[src/rtl/parity_pkg.sv]
// Shared definitions for the serial parity transmitter and receiver.
`timescale 1ns/1ps
package parity_pkg;

  typedef enum logic [1:0] {
    IDLE = 2'd0,
    DATA = 2'd1,
    PAR  = 2'd2
  } state_t;

  localparam logic PAR_EVEN = 1'b0;
  localparam logic PAR_ODD  = 1'b1;

  // Seed value of the running parity for a given parity sense.
  function automatic logic par_init(input int odd);
    return (odd != 0) ? PAR_ODD : PAR_EVEN;
  endfunction

endpackage

[src/rtl/parity_tx_if.sv]
// Word-in / bit-out handshake bundle of the parity transmitter.
`timescale 1ns/1ps
interface parity_tx_if #(
  parameter int WIDTH = 8
) ();

  logic [WIDTH-1:0] in_data;
  logic             in_valid;
  logic             in_ready;
  logic             tx_ready;
  logic             tx_bit;
  logic             tx_valid;
  logic             tx_last;

  // Transmitter side.
  modport slave (
    input  in_data,
    input  in_valid,
    input  tx_ready,
    output in_ready,
    output tx_bit,
    output tx_valid,
    output tx_last
  );

  // Word producer / serial consumer side.
  modport master (
    output in_data,
    output in_valid,
    output tx_ready,
    input  in_ready,
    input  tx_bit,
    input  tx_valid,
    input  tx_last
  );

endinterface

[src/rtl/parity_tx.sv]
// Parallel-to-serial transmitter: sends a word LSB first followed by
// one parity bit. A new word can be taken while the parity bit leaves,
// so consecutive frames run without idle cycles.
`timescale 1ns/1ps
module parity_tx
  import parity_pkg::*;
#(
  parameter int WIDTH = 8,
  parameter int ODD   = 0
) (
  input  logic        clock,
  input  logic        reset,
  parity_tx_if.slave  bus
);

  localparam int   CNT_W    = (WIDTH > 1) ? $clog2(WIDTH) : 1;
  localparam logic PAR_SEED = par_init(ODD);

  state_t           state, state_nx;
  logic [WIDTH-1:0] sreg, sreg_nx;
  logic [CNT_W-1:0] cnt, cnt_nx;
  logic             par, par_nx;
  logic             in_ready;
  logic             tx_valid;
  logic             tx_last;
  logic             tx_bit;

  // State register; reset aborts any frame in flight immediately.
  always_ff @(posedge clock or negedge reset) begin
    if (!reset) begin
      state <= IDLE;
      sreg  <= '0;
      cnt   <= '0;
      par   <= PAR_SEED;
    end else begin
      state <= state_nx;
      sreg  <= sreg_nx;
      cnt   <= cnt_nx;
      par   <= par_nx;
    end
  end

  // Next-state, datapath update and handshake outputs.
  always_comb begin
    state_nx = state;
    sreg_nx  = sreg;
    cnt_nx   = cnt;
    par_nx   = par;
    in_ready = 1'b0;
    tx_valid = 1'b0;
    tx_last  = 1'b0;
    tx_bit   = 1'b0;

    case (state)
      IDLE: begin
        in_ready = 1'b1;
      end
      DATA: begin
        tx_valid = 1'b1;
        tx_bit   = sreg[0];
        if (bus.tx_ready) begin
          sreg_nx = sreg >> 1;
          par_nx  = par ^ sreg[0];
          // The counter stops at the last bit instead of wrapping.
          if (cnt == CNT_W'(WIDTH - 1)) begin
            state_nx = PAR;
          end else begin
            cnt_nx = cnt + 1'b1;
          end
        end
      end
      PAR: begin
        tx_valid = 1'b1;
        tx_last  = 1'b1;
        tx_bit   = par;
        // The slot frees up on the same edge the parity bit is taken.
        in_ready = bus.tx_ready;
        if (bus.tx_ready) begin
          state_nx = IDLE;
        end
      end
      default: begin
        state_nx = IDLE;
      end
    endcase

    // A fresh word overrides the IDLE/PAR exit above.
    if (bus.in_valid && in_ready) begin
      sreg_nx  = bus.in_data;
      cnt_nx   = '0;
      par_nx   = PAR_SEED;
      state_nx = DATA;
    end
  end

  assign bus.in_ready = in_ready;
  assign bus.tx_valid = tx_valid;
  assign bus.tx_last  = tx_last;
  assign bus.tx_bit   = tx_bit;

endmodule

[src/flat_wrapper.sv]
// flat-port wrapper written by rule: the top's interface ports become plain ports
module parity_tx_flat import parity_pkg::*;
#(
  parameter int WIDTH = 8,
  parameter int ODD   = 0
)
  (clock, reset, bus_in_data, bus_in_valid, bus_tx_ready, bus_in_ready, bus_tx_bit, bus_tx_valid, bus_tx_last);
  parity_tx_if #(.WIDTH(WIDTH)) bus_i ();
  input  logic clock;
  input  logic reset;
  input wire logic [$bits(bus_i.in_data)-1:0] bus_in_data;
  input wire logic [$bits(bus_i.in_valid)-1:0] bus_in_valid;
  input wire logic [$bits(bus_i.tx_ready)-1:0] bus_tx_ready;
  output wire logic [$bits(bus_i.in_ready)-1:0] bus_in_ready;
  output wire logic [$bits(bus_i.tx_bit)-1:0] bus_tx_bit;
  output wire logic [$bits(bus_i.tx_valid)-1:0] bus_tx_valid;
  output wire logic [$bits(bus_i.tx_last)-1:0] bus_tx_last;
  assign bus_i.in_data = bus_in_data;
  assign bus_i.in_valid = bus_in_valid;
  assign bus_i.tx_ready = bus_tx_ready;
  assign bus_in_ready = bus_i.in_ready;
  assign bus_tx_bit = bus_i.tx_bit;
  assign bus_tx_valid = bus_i.tx_valid;
  assign bus_tx_last = bus_i.tx_last;
  parity_tx #(.WIDTH(WIDTH), .ODD(ODD)) u_core (.clock(clock), .reset(reset), .bus(bus_i));
endmodule
[config.mk]
export PLATFORM = sky130hd
export DESIGN_NAME = parity_tx_flat
export DESIGN_NICKNAME = d
export VERILOG_FILES = /design/src/rtl/parity_pkg.sv /design/src/rtl/parity_tx_if.sv /design/src/rtl/parity_tx.sv /design/src/flat_wrapper.sv
export SDC_FILE = /design/constraint.sdc
export NUM_CORES = 1
export LEC_CHECK = 0
export ABC_AREA = 1
export BUFFER_PORTS_ARGS = -buffer_cell sky130_fd_sc_hd__buf_2
export CORE_MARGIN = 4
export CORE_UTILIZATION = 40
export DETAILED_ROUTE_END_ITERATION = 7
export HOLD_SLACK_MARGIN = 0.02
export PLACE_DENSITY = 0.63
export SLEW_MARGIN = 10
export SYNTH_ARGS = -nofsm -noshare
export SYNTH_HDL_FRONTEND = slang
export SYNTH_SLANG_ARGS = --single-unit
[constraint.sdc]
create_clock -name clock -period 1.65 [get_ports clock]
set_input_delay 0.0825 -clock clock [delete_from_list [all_inputs] [get_ports clock]]
set_output_delay 0.0825 -clock clock [all_outputs]
set_load 0.02 [all_outputs]
==> out/metrics.cfg, run 1 <==
[synth]
ys_async_sr_fraction_pct = 100
ys_seq_elements = 14
netlist_area_um2 = 845
syn-instance-count = 101
synth_top_family_by_area = simple AND/OR/NAND/NOR gates
synth_nets = 118
synth-xor-area-share_pct = 2.07
yosysMostFrequentCell = nand2_1
synth-seq-area-share_pct = 41.5
synth_fa_ha_area_share_pct = 7.41
synthMuxAreaShare_pct = 0
synth_common_cells = nand2_1 (23), nand3_1 (18), dfrtp_1 (14), inv_1 (14)
synth_top_area_share_pct = 41.5
synthTopCellsByArea = dfrtp_1 (41%), nand3_1 (11%), nand2_1 (10%)
avgSynthCellArea_um2 = 8.36
yosys_warnings = 0
synth_compound_area_share_pct = 2.52
synth-edff-count = 0
synthFlopType = dfrtp_1
synth_top_area_cell = dfrtp_1
synth.distinct_cells = 17
synth-simple-area-share_pct = 35.0

[setup_path]
cpMaxStageDelayCell = dfrtp_1
crit_buf_inv = 3
critPathMaxStageDelay_ns = 0.40
rr_worst_depth = 7
path_delay_family = flip-flops
regToRegSetupSlack_ns = 0.28
cp_max_fo = 3
crit_arrival_ns = 1.43
cp_common_cell = inv_1
reg2reg_from = u_core.state[1]
path_class = reg -> out
startpoint_type = register
required_ns = 1.57
crit_chain = inv_1 > ha_2 > inv_1 > o22ai_1 > and2_1 > buf_2
end_kind = primary output
r2r_end = u_core.sreg[0]

[timing]
slew_headroom_pct = 78.3
worstMarginPinSlew_ns = 0.326
post-route-period-util_pct = 91.8
worst_clock_skew_ns = 0.0103
rsz0062_at_grt = no
fmax_ghz = 0.660
slew_viol_final = 0
setup_violations = 0
post-route-min-period_ns = 1.51
hold_viol = 0
tns_ns = 0

[final_layout]
diodes = 0
nets = 142
syn_to_final_growth_pct = 21.2
fillers = 189
drive_above_1_share_pct = 27.4
seq_area_um2 = 350
multi_input_area_um2 = 402
fin_area_mm2 = 0.00102

[power_and_ir_drop]
leakage_nw = 0.562
max-vdd-ir-drop_mv = 0.774
p_seq_share_pct = 35.6
clockPowerShare_pct = 15.7
p_int_uw = 913
p_comb_share_pct = 48.7
p_sw_uw = 676
p_sw_share_pct = 42.5
powerDensity_mw_per_mm2 = 1550

[global_route]
track_usage_pct = 13.1
grt_pass1_wl_mm = 2.73
grt_overflow = 0
antenna_found_initial = 0
grt_max_degree = 17
grt_pass1_vias = 676

[detailed_routing]
num_vias = 693
drc = 0
drtIter0Drc = 10
dr.pass1.iters = 4
wl_per_cell_um = 10.2
routed_wl_mm = 1.54
vias_per_cell = 4.59
ant_nets = 0

[min_path]
hold_path.class = in -> reg
min_from = bus_in_data[0]
hold_path_end = u_core.sreg[0]
hold_depth = 3

[placed_design]
dp_hpwl_mm = 1.17
gp_congestion = 0.703
placed_area_um2 = 922
io_buffers = 15

[cts]
cts-root-buf = clkbuf_4
clk_path_buf_depth = 2
tritoncts = done
path_clk_slew_ns = 0.09
clock_latency_ns = 0.28
cts.sinks = 14
cts_buffers = 3
htree_levels = 1

[job]
drv_cap = 0

[floorplan]
die_x_um = 54.0
core_region_area_mm2 = 0.00198
die-area_mm2 = 0.00291
dieHeight_um = 54.0
start_util_pct = 42.6
io_pins = 16
fp-row-count = 16

[status]
status = finished clean

==> power by group through the flow <==
stage                     registers [mW]  clock network, mW  logic [mW]
final                              0.566              0.249       0.774
after floorplan                    0.553                  0       0.666
after detailed placement           0.573                  0       0.772
after global routing               0.584              0.270       0.892
after global placement             0.569                  0       0.755
after CTS                          0.565              0.253       0.785
==> per-layer routing <==
| metal | vias to the layer above | global-route usage [%] | wire [um] |
|---|---|---|---|
| met4 | 0 | 5.11 | 27 |
| li1 | 361 | - | - |
| met2 | 14 | 21.6 | 711 |
| met3 | 5 | 2.49 | 83 |
| met1 | 313 | 16.8 | 719 |
| met5 | - | 0 | 0 |
==> cell usage in the layout (no fill, tap or decap), types with 2 or more instances in the layout <==
cell type / synthesis / final
dfrtp_1: 14 / 14
nor2_1: 5 / 5
clkbuf_4: 0 / 3
buf_2: 1 / 15
ha_2: 0 / 2
a21oi_1: 3 / 3
nand3_1: 18 / 18
nand2_1: 23 / 23
dlygate4sd3_1: 0 / 6
nand2_4: 2 / 2
xor2_1: 2 / 2
inv_1: 14 / 14
ha_1: 5 / 3
nand2_2: 5 / 5
nand3_2: 4 / 4
==> layout make-up <==
type / instances / area share, %
clock buffers: 4 / 3.55
inverters: 15 / 5.75
multi-input cells: 69 / 39.2
flip-flops and latches: 14 / 34.2
well taps: 27 / 3.30
repair buffers: 22 / 13.9
==> cell families (layout without fill, tap and decap cells) <==
family / Yosys count / after routing
AO/OA/AOI/OAI: 4 / 4
XOR/XNOR: 2 / 2
adder cells (fa/ha/maj): 5 / 5
buffers and inverters: 18 / 41
flip-flops: 14 / 14
AND/OR/NAND/NOR: 58 / 58
==> how the worst max path moves through the flow <==
stage,startpoint,to,cells past startpoint
6_report,u_core.state[0],bus_tx_bit,6
2_1_floorplan,u_core.state[0],u_core.sreg[0],8
3_3_place_gp,u_core.state[1],u_core.sreg[0],7
4_1_cts,u_core.state[0],bus_tx_bit,6
3_5_place_dp,u_core.state[1],u_core.sreg[0],7
5_1_grt,u_core.state[0],bus_tx_bit,6
==> registers in the layout, summed over array words and instances (netlist names) <==
signal	flops
u_core.state	2
u_core.cnt	3
u_core.par	1
u_core.sreg	8
==> tightest hold or removal path: stages <==
cell     delay (ns)
buf_2          0.08
nand2_2        0.05
nand3_2        0.06
==> through the flow <==
stage                     setup slack (ns)  std cells  util, %  power, mW  hold WS, ns
after floorplan                      0.202        101        -       1.22       -0.213
after global placement               0.304        141     46.5       1.32      0.00384
after detailed placement             0.248        141     46.5       1.34      0.00394
after CTS                           0.0964        151     51.4       1.60       0.0209
after global routing                0.0189        151     51.6       1.75       0.0220
final                                0.136        151     51.6       1.59       0.0184
==> what timing repair did <==
item                       CTS  global route
resized for setup            0             2
buffers inserted             0             0
setup endpoints to repair    0             1
hold buffers                 6             0
hold endpoints to repair    19             0
Note: power is estimated with default switching activity, not from simulation.
==> run 2, diff against run 1 <==
--- a/config.mk
+++ b/config.mk
@@ -7,11 +7,10 @@
 export LEC_CHECK = 0
 export ABC_AREA = 1
 export BUFFER_PORTS_ARGS = -buffer_cell sky130_fd_sc_hd__buf_2
-export CORE_MARGIN = 4
+export CORE_MARGIN = 1
 export CORE_UTILIZATION = 40
 export DETAILED_ROUTE_END_ITERATION = 7
 export HOLD_SLACK_MARGIN = 0.02
-export PLACE_DENSITY = 0.63
 export SLEW_MARGIN = 10
 export SYNTH_ARGS = -nofsm -noshare
 export SYNTH_HDL_FRONTEND = slang
==> run 2 against run 1 <==
Clock power shrank 22%; combinational power grew 5.0%; count of clock-buffer cells in the layout shrank 1; die area shrank 21%; critical path depth is the same; fmax shrank 1.2%; critical path type unchanged; highest routed layer unchanged.
==> out/metrics.cfg, run 2 (synthesis gave the netlist of run 1 again) <==
[cts]
clk_path_buf_depth = 2
path_clk_slew_ns = 0.09
clock_latency_ns = 0.27
htree_levels = 1
cts.sinks = 14
cts-root-buf = clkbuf_4
tritoncts = done
cts_buffers = 3

[final_layout]
layout_commonest_cell = nand2_1
top_regs = u_core.sreg (8), u_core.cnt (3), u_core.state (2)
nets = 146
fin_util_pct = 53.3
final_cell_mix = nand2_1 (23), nand3_1 (18), buf_2 (15), inv_1 (14), dfrtp_1 (14)
drive_above_1_share_pct = 26.8
diodes = 0
fillers = 197
regMostFlops = u_core.sreg
fin_area_mm2 = 0.00106
syn_to_final_growth_pct = 25.2
largest_register_ffs = 8

[detailed_routing]
dr.pass1.iters = 4
ant_nets = 0
drc = 0
num_vias = 713
wl_per_cell_um = 10.3
drtIter0Drc = 13
routed_wl_mm = 1.59
vias_per_cell = 4.63

[floorplan]
core_region_area_mm2 = 0.00198
start_util_pct = 42.6
io_pins = 16
dieHeight_um = 48.0
die-area_mm2 = 0.00230
fp-row-count = 16
die_x_um = 48.0

[timing]
slew_viol_final = 0
fmax_ghz = 0.652
worst_clock_skew_ns = 0.00418
hold_viol = 0
slew_headroom_pct = 78.0
post-route-min-period_ns = 1.53
tns_ns = 0
post-route-period-util_pct = 92.9
worstMarginPinSlew_ns = 0.330
rsz0062_at_grt = no
setup_violations = 0

[global_route]
track_usage_pct = 16.2
grt_overflow = 0
grt_max_degree = 17
antenna_found_initial = 0
grt_pass1_wl_mm = 2.53
grt_pass1_vias = 627

[setup_path]
end_kind = primary output
cpMaxStageDelayCell = dfrtp_1
path_delay_family = flip-flops
startpoint_type = register
path_class = reg -> out
crit_arrival_ns = 1.45
crit_start = u_core.state[0]
crit_chain = inv_1 > ha_4 > inv_1 > o22ai_1 > and2_1 > buf_2
cp_common_cell = inv_1
critPathMaxStageDelay_ns = 0.41
required_ns = 1.57
reg2reg_from = u_core.state[0]
cp_max_fo = 3
crit_buf_inv = 3

[placed_design]
placed_area_um2 = 922
dp_hpwl_mm = 1.15
gp_congestion = 0.807
io_buffers = 15

[power_and_ir_drop]
leakage_nw = 0.574
max-vdd-ir-drop_mv = 0.712
power_mw = 1.57
powerDensity_mw_per_mm2 = 1490

[job]
drv_cap = 0

[min_path]
hold_path.class = in -> async

[status]
status = finished clean

[run 2: report_power, final]
part	internal, mW	switching, mW	leakage (nW)
Clock	0.0845	0.108	0.0138
Combinational	0.313	0.500	0.381
Sequential	0.487	0.0806	0.179
Total	0.885	0.689	0.574
[run 2: area by class of cell]
type / instances / area [um2] / share of cell area [%]
clock buffer: 3 / 22.5 / 2.13
inverter: 15 / 58.8 / 5.56
multi-input combinational: 69 / 412 / 38.9
sequential: 14 / 350 / 33.1
tap: 27 / 33.8 / 3.20
timing repair buffer: 26 / 180 / 17.0
[run 2: final timing paths]
kind	endpoint	slack [ns]	cells past startpoint
worst min-delay path	u_core.par	0.23	2
worst max register to register	u_core.sreg[1]	0.25	8
min in group clock	u_core.state[1]	0.23	5
worst min register to register	u_core.state[1]	0.51	2
max in group asynchronous	u_core.sreg[6]	1.17	2
worst max-delay path	bus_tx_bit	0.12	6
[run 2: what timing repair did]
item                       CTS  global route
buffers inserted             0             1
setup endpoints to repair    0             1
hold buffers                 9             0
gates resized for setup      0             3
hold endpoints to repair    22             0
[run 2: layer usage]
metal  share of wire [%]  GRT usage (%)
met5                   0              0
met4                0.95           6.67
met3                 4.3           4.53
met2                  44           24.6
met1                  51           21.5
[run 2: metrics by stage]
step,hold slack (ns),setup WS (ns),cells
final,0.232,0.117,154
after global routing,0.264,0.00656,154
after CTS,0.221,0.0522,153
after detailed placement,0.00393,0.274,141
after global placement,0.00242,0.320,141
after floorplan,-0.213,0.202,101
[run 2: worst reg2reg max path, cell delays in order, from the launching register on]
cell and delay [ns]:
dfrtp_1 0.41, inv_1 0.14, ha_1 0.20, inv_1 0.07, nand2_4 0.08, nand2_4 0.11, inv_4 0.18, nand2_1 0.07
nand3_1 0.08
==> run 3, diff against run 2 <==
--- a/config.mk
+++ b/config.mk
@@ -8,9 +8,10 @@
 export ABC_AREA = 1
 export BUFFER_PORTS_ARGS = -buffer_cell sky130_fd_sc_hd__buf_2
 export CORE_MARGIN = 1
-export CORE_UTILIZATION = 40
+export CORE_UTILIZATION = 37
 export DETAILED_ROUTE_END_ITERATION = 7
 export HOLD_SLACK_MARGIN = 0.02
+export RECOVER_POWER = 50
 export SLEW_MARGIN = 10
 export SYNTH_ARGS = -nofsm -noshare
 export SYNTH_HDL_FRONTEND = slang
==> run 3 against run 2 <==
Clock skew shrank 0.0016 ns; highest routed layer unchanged; largest power group unchanged; combinational power is essentially flat; sequential share of layout area is essentially flat; sequential power is essentially flat; core utilization shrank 2.0 points; first-iteration DRC count is the same; critical path type unchanged; largest cell class unchanged; routed wire length grew 0.95%; die area grew 7.8%; register-to-register slack is essentially flat; critical path depth is the same; critical endpoint unchanged; total power grew 3.3%; final cell count is the same.
==> out/metrics.cfg, run 3 (synthesis gave the netlist of run 1 again) <==
[final_layout]
fillers = 213
multi_input_area_um2 = 412
regMostFlops = u_core.sreg
top_regs = u_core.sreg (8), u_core.cnt (3), u_core.state (2)
largest_register_ffs = 8
fin_area_mm2 = 0.00106
final_cell_mix = nand2_1 (23), nand3_1 (18), inv_1 (14), dfrtp_1 (14), buf_2 (13)
fin_util_pct = 51.3
layout_commonest_cell = nand2_1
seq_area_um2 = 350
drive_above_1_share_pct = 26.0
diodes = 0
nets = 145
syn_to_final_growth_pct = 25.3

[timing]
post-route-min-period_ns = 1.52
slew_headroom_pct = 48.3
slew_viol_final = 0
setup_violations = 0
post-route-period-util_pct = 92.4
worst_clock_skew_ns = 0.00262
worstMarginPinSlew_ns = 0.775
rsz0062_at_grt = no
fmax_ghz = 0.656
hold_viol = 0
tns_ns = 0

[detailed_routing]
drtIter0Drc = 13
num_vias = 719
vias_per_cell = 4.67
ant_nets = 0
routed_wl_mm = 1.60
dr.pass1.iters = 4
wl_per_cell_um = 10.4
drc = 0

[cts]
path_clk_slew_ns = 0.08
cts.sinks = 14
tritoncts = done
clock_latency_ns = 0.28
htree_levels = 1
clk_path_buf_depth = 2
cts_buffers = 3
cts-root-buf = clkbuf_4

[floorplan]
die_x_um = 49.8
fp-row-count = 16
start_util_pct = 41.0
io_pins = 16
dieHeight_um = 49.8
core_region_area_mm2 = 0.00206
die-area_mm2 = 0.00248

[placed_design]
dp_hpwl_mm = 1.15
io_buffers = 15
placed_area_um2 = 922
gp_congestion = 0.796

[power_and_ir_drop]
max-vdd-ir-drop_mv = 0.730
leakage_nw = 0.570
powerDensity_mw_per_mm2 = 1540

[setup_path]
critPathMaxStageDelay_ns = 0.40
reg2reg_from = u_core.state[1]
crit_arrival_ns = 1.44
cp_max_fo = 3
cpMaxStageDelayCell = dfrtp_1
crit_chain = inv_1 > ha_2 > inv_1 > o22ai_1 > and2_1 > buf_2
end_kind = primary output
crit_buf_inv = 3
path_delay_family = flip-flops
crit_start = u_core.state[0]
cp_common_cell = inv_1
path_class = reg -> out
required_ns = 1.57
startpoint_type = register

[min_path]
hold_path.class = in -> reg
min_from = bus_in_data[1]

[global_route]
grt_pass1_wl_mm = 2.77
grt_pass1_vias = 658
antenna_found_initial = 0
grt_max_degree = 17
track_usage_pct = 15.0
grt_overflow = 0

[status]
status = finished clean

[job]
drv_cap = 0

## run 3: cell count changes in the layout (fill, tap and decap cells not counted)
cell           previous run  this run
clkbuf_1                  0         2
dlygate4sd3_1             9         8
buf_2                    15        13
clkbuf_8                  0         1
## run 3: final cells by class
type	count	share of cell area (%)
inverters	15	5.56
clock buffers	4	3.43
flip-flops and latches	14	33.1
multi-input cells	69	38.9
well taps	27	3.19
repair buffers	25	15.8
## run 3: where the power goes
part	internal, mW	switching (mW)
registers	0.487	0.0778
logic	0.317	0.499
clock network	0.134	0.110
total	0.938	0.687
## run 3: repair_timing
action,4_1_cts,5_1_grt
buffers inserted,0,1
endpoints found under the setup margin,0,1
resized for setup,0,3
hold endpoints to repair,20,1
hold buffers,7,1
## run 3: final timing paths
kind / endpoint / slack (ns) / cells past startpoint
max in group asynchronous: u_core.sreg[3] / 0.78 / 2
min reg2reg: u_core.state[0] / 0.51 / 2
min: u_core.sreg[1] / 0.02 / 3
max: bus_tx_bit / 0.13 / 6
min in group asynchronous: u_core.state[1] / 0.39 / 2
max reg2reg: u_core.sreg[6] / 0.26 / 8
## run 3: per-stage QoR
| step | std cells | setup WS [ns] | power, mW | hold WS [ns] |
|---|---|---|---|---|
| detailed placement | 141 | 0.269 | 1.34 | 0.000846 |
| floorplan | 101 | 0.202 | 1.22 | -0.213 |
| CTS | 152 | 0.0826 | 1.61 | 0.0212 |
| global route | 154 | 0.0180 | 1.78 | 0.0292 |
| finish | 154 | 0.125 | 1.63 | 0.0234 |
| global placement | 141 | 0.272 | 1.32 | 0.00367 |
## run 3: per-layer routing
metal / global-route usage (%) / vias to the layer above / part of all wire [%]
met5: 0 / - / 0
met4: 4.29 / 0 / 1.0
met1: 17.8 / 326 / 49
met2: 25.2 / 19 / 46
met3: 5.56 / 2 / 4.6
li1: - / 372 / -
## run 3: tightest hold or removal path, stage by stage
cell and delay (ns):
buf_2 0.07, nand2_1 0.05, nand3_1 0.07
